==> src/rtl/pc_branch_unit.sv <==
// Program counter and branch sequencer: IDLE/RUN/DONE run control, sequential
// fetch addressing, and LUT-resolved absolute targets for taken branches.
module pc_branch_unit #(
  parameter int PCW = 10,
  parameter int LW  = 5
) (
  input  logic           Clk,
  input  logic           Reset,
  input  logic           Start,
  input  logic [PCW-1:0] StartAddr,
  input  logic           Halt,
  input  logic           BranchEn,
  input  logic [LW-1:0]  BranchIdx,
  input  logic           CondIn,
  input  logic           LutWrEn,
  input  logic [LW-1:0]  LutWrIdx,
  input  logic [PCW-1:0] LutWrData,
  output logic [PCW-1:0] ProgCtr,
  output logic           Running,
  output logic           Done,
  output logic           BranchTaken
);

  localparam int LUT_N = 2 ** LW;

  typedef enum logic [1:0] {
    S_IDLE = 2'd0,
    S_RUN  = 2'd1,
    S_DONE = 2'd2
  } state_t;

  state_t         state_reg;
  logic [PCW-1:0] lut_reg [LUT_N];
  logic [PCW-1:0] lut_rd;
  logic           lut_wr_ok;
  logic [LUT_N-1:0] lut_we;

  // The table is frozen while a program runs so targets cannot shift mid-run.
  assign lut_wr_ok = LutWrEn && (state_reg != S_RUN);

  generate
    for (genvar gi = 0; gi < LUT_N; gi++) begin : g_lut_we
      assign lut_we[gi] = lut_wr_ok && (LutWrIdx == LW'(gi));
    end
  endgenerate

  // Every entry must clear on reset, so the table lives in flops, not RAM.
  always_ff @(posedge Clk) begin
    for (int i = 0; i < LUT_N; i++) begin
      if (Reset) begin
        lut_reg[i] <= '0;
      end else if (lut_we[i]) begin
        lut_reg[i] <= LutWrData;
      end
    end
  end

  assign lut_rd = lut_reg[BranchIdx];

  always_ff @(posedge Clk) begin
    if (Reset) begin
      state_reg   <= S_IDLE;
      ProgCtr     <= '0;
      BranchTaken <= 1'b0;
    end else begin
      BranchTaken <= 1'b0;
      unique case (state_reg)
        S_IDLE, S_DONE: begin
          if (Start) begin
            ProgCtr   <= StartAddr;
            state_reg <= S_RUN;
          end
        end
        S_RUN: begin
          if (Halt) begin
            state_reg <= S_DONE;
          end else if (BranchEn && CondIn) begin
            ProgCtr     <= lut_rd;
            BranchTaken <= 1'b1;
          end else begin
            ProgCtr <= ProgCtr + PCW'(1);
          end
        end
        default: state_reg <= S_IDLE;
      endcase
    end
  end

  assign Running = (state_reg == S_RUN);
  assign Done    = (state_reg == S_DONE);

endmodule

==> config.mk <==
export PLATFORM = sky130hd
export DESIGN_NAME = pc_branch_unit
export DESIGN_NICKNAME = d
export VERILOG_FILES = /design/src/rtl/pc_branch_unit.sv
export SDC_FILE = /design/constraint.sdc
export NUM_CORES = 1
export LEC_CHECK = 0
export ABC_CLOCK_PERIOD_IN_PS = 4400
export CORE_ASPECT_RATIO = 1.1
export CORE_MARGIN = 2
export CORE_UTILIZATION = 30
export DETAILED_ROUTE_END_ITERATION = 7
export PLACE_DENSITY = 0.48
export SETUP_SLACK_MARGIN = 0.5
export SLEW_MARGIN = 20
export SYNTH_ARGS = -nofsm -noshare
export SYNTH_HDL_FRONTEND = slang
export SYNTH_SLANG_ARGS = --single-unit
==> constraint.sdc <==
create_clock -name Clk -period 4.4 [get_ports Clk]
set_input_delay 0.88 -clock Clk [delete_from_list [all_inputs] [get_ports Clk]]
set_output_delay 0.88 -clock Clk [all_outputs]
set_load 0.005 [all_outputs]
==> flow_metrics.py <==
metrics = {
    "route": {
        "vias": 8943,
        "drt_first_iter_violations": 769,
        "first_pass_iters": 5,
        "wl_per_cell_um": 23.69,
        "drc_errors": 0,
        "postRouteAntennaNets": 0,
        "wirelength_mm": 43.09,
        "vias_per_cell": 4.916,
    },
    "timing": {
        "fin_skew_ps": 22.32,
        "slew_headroom": 0.4428,
        "drv_slew": 0,
        "final.setup.tns_ps": 0,
        "fmax_mhz": 326.3,
        "finalHoldViolCount": 0,
        "layout_min_cycle_time_ps": 3065,
        "rsz0062_at_grt": "no",
        "setup_viol": 0,
        "fin_crit_sh": 0.6966,
        "max_slew.worst_pin.slew_ps": 835.7,
    },
    "cells_and_area": {
        "nNetsFinal": 1167,
        "area_growth_pct": 16.32,
        "multiInputGateArea_mm2": 0.005482,
        "largest_register_ffs": 320,
        "register_area_mm2": 0.009869,
        "antenna_cells": 0,
        "n_fill_cell": 4902,
        "drive_gt1_frac": 0.1944,
    },
    "floorplan": {
        "die_area_mm2": 0.05417,
        "die_x_um": 222.1,
        "core_mm2": 0.05149,
        "initial_core_util": 0.3049,
        "num_rows": 87,
        "die_h_um": 243.9,
        "pin_count": 50,
    },
    "placement": {
        "hpwl_mm": 28.25,
        "place.gp.congestion": 0.7827,
        "io_buffers": 49,
    },
    "critical_path": {
        "start_kind": "register",
        "cp_data_required_time_ps": 3520,
        "cpPeakStageDelay_ps": 570,
        "crit_chain": "nand2b_1 > inv_2 > clkdlybuf4s50_1",
        "critPathCaptureType": "primary output",
        "crit_buf_inv": 2,
        "worstPathArrival_ps": 2190,
        "slowest_stage": "clkdlybuf4s50_1",
        "cp_max_fo": 14,
        "cp_top_family": "buffers and inverters",
        "critical_path_class": "register to primary output",
    },
    "global_routing": {
        "grt_pass1_vias": 9242,
        "antenna_found_initial": 2,
        "overflow": 0,
        "grt_pass1_wl_mm": 63.71,
        "grt_start_max_net_pins": 36,
        "track_usage": 0.1619,
    },
    "job": {
        "max-cap-violations": 0,
    },
    "power_and_ir_drop": {
        "cellPowerDensity_mw_per_mm2": 392.0,
        "swShare": 0.2321,
        "vdd_drop_max_mv": 0.1855,
        "p_switching_mw": 1.661,
        "power_leakage_nw": 6.476,
        "p_clk_frac": 0.408,
        "seq_power_share": 0.506,
        "finalPower_mw": 7.158,
        "p_int_mw": 5.497,
        "comb_power_share": 0.086,
    },
    "yosys": {
        "yosysWarnings": 0,
        "synthesis.nets": 1089,
        "synth_ff_type": "edfxtp_1",
        "synth_area_mm2": 0.01570,
        "ys_seq_area_frac": 0.6287,
        "syn_inst": 1051,
        "synthArstFlopShare": 0,
        "synth_cell_types": 54,
        "syn_avg_cell_area_um2": 14.94,
        "synth_seq_cells": 333,
        "synth_edf_count": 320,
    },
    "outcome": {
        "status": "completed",
    },
    "clock_network": {
        "clk_path_buf_depth": 3,
        "root_buffer": "clkbuf_16",
        "cts_tree": "yes",
        "htree_levels": 2,
        "postCtsResizedCells": 0,
        "clkSinkCount": 333,
        "clk_transition_reported_paths_ps": 60,
        "cts_buffers": 38,
        "cts_setup_buffers": 0,
        "clkLatencyLatePin_ps": 550,
        "hold_buffers": 0,
    },
    "min_path": {
        "min_path_type": "register to register",
    },
}
## cells in the final DEF (no fill, tap or decap), types with 4 or more instances in the layout
cell type        count
clkbuf_16           39
nor2_2              20
buf_4               58
clkbuf_1             7
mux4_2              88
clkdlybuf4s50_1     44
and2_1             321
dfxtp_1             13
clkinv_1             9
nor2_1              32
o21bai_1            32
o2111ai_1            7
nand2_1             33
inv_1                4
a22oi_1              7
edfxtp_1           320
mux2i_1             20
nor2b_1              9
nand3_1             14
clkinv_2             6
o22ai_1              8
## power groups by stage
stage / clock network [mW] / logic [mW] / registers [mW]
floorplan: 0 / 0.345 / 3.67
global placement: 0 / 0.623 / 3.69
detailed placement: 0 / 0.625 / 3.69
CTS: 2.99 / 0.627 / 3.62
global route: 3.11 / 0.661 / 3.63
finish: 2.92 / 0.615 / 3.62
## logic make-up (layout without fill, tap and decap cells)
family,count (synthesis),after routing,share of synthesized area
fa+ha+maj,1,1,0.0007969
mux,109,109,0.1397
flops,333,333,0.6287
simple gates,447,447,0.1678
buf+inv,75,176,0.02208
compound gates,86,86,0.04089
## routing by layer
layer | vias to the layer above | share of wire | routed length (µm) | global-route usage
met3 | 61 | 0.054 | 2315 | 0.03546
li1 | 4069 | - | - | -
met2 | 232 | 0.46 | 19790 | 0.2523
met4 | 4 | 0.024 | 1043 | 0.04769
met5 | - | 0.00074 | 32 | 0
met1 | 4577 | 0.46 | 19910 | 0.2264
## worst paths after layout
kind	from	endpoint	slack, ps	cells after the start
setup / recovery	state_reg[0]	Running	1330	3
hold / removal	ProgCtr[8]	ProgCtr[8]	580	2
setup reg to reg	state_reg[1]	lut_reg[1][5]	1550	6
hold reg to reg	ProgCtr[8]	ProgCtr[8]	580	2
## area by class of cell
type / instances / share of cell area
multi-input cells: 643 / 0.3002
well taps: 667 / 0.04570
clock buffers: 46 / 0.05489
inverters: 5 / 0.001028
clock inverters: 17 / 0.005619
flip-flops and latches: 333 / 0.5405
repair buffers: 108 / 0.05208
## tightest hold or removal path, stage by stage (launching register included)
cell and delay [ps]:
dfxtp_1 340, o22ai_1 120, a211oi_1 60
## synthesized netlist by cell type (all sizes together), types with 5 or more instances
cell,number,area [µm²]
mux4,88,1982
nand2,33,123.9
nand3,14,70.07
o21ai,5,25.02
o22ai,8,50.05
o2111ai,7,61.31
nor2b,9,56.30
clkbuf,47,176.4
o21bai,32,240.2
buf,23,151.4
nor2,52,245.2
inv,5,18.76
and2,321,2008
a22oi,7,52.55
edfxtp,320,9609
dfxtp,13,260.3
mux2i,20,200.2
## stage by stage
step                cell area (µm²)  worst slack (ps)  utilization  hold slack (ps)  std cells
floorplan                     15700              1925            -            536.2       1051
global placement              17160              1078       0.3332            550.0       1756
detailed placement            17160              1045       0.3332            577.7       1756
CTS                           18260              1297       0.3546            586.3       1819
global route                  18260              1193       0.3546            608.7       1819
finish                        18260              1335       0.3546            581.9       1819
Note: power is estimated with default switching activity, not from simulation.
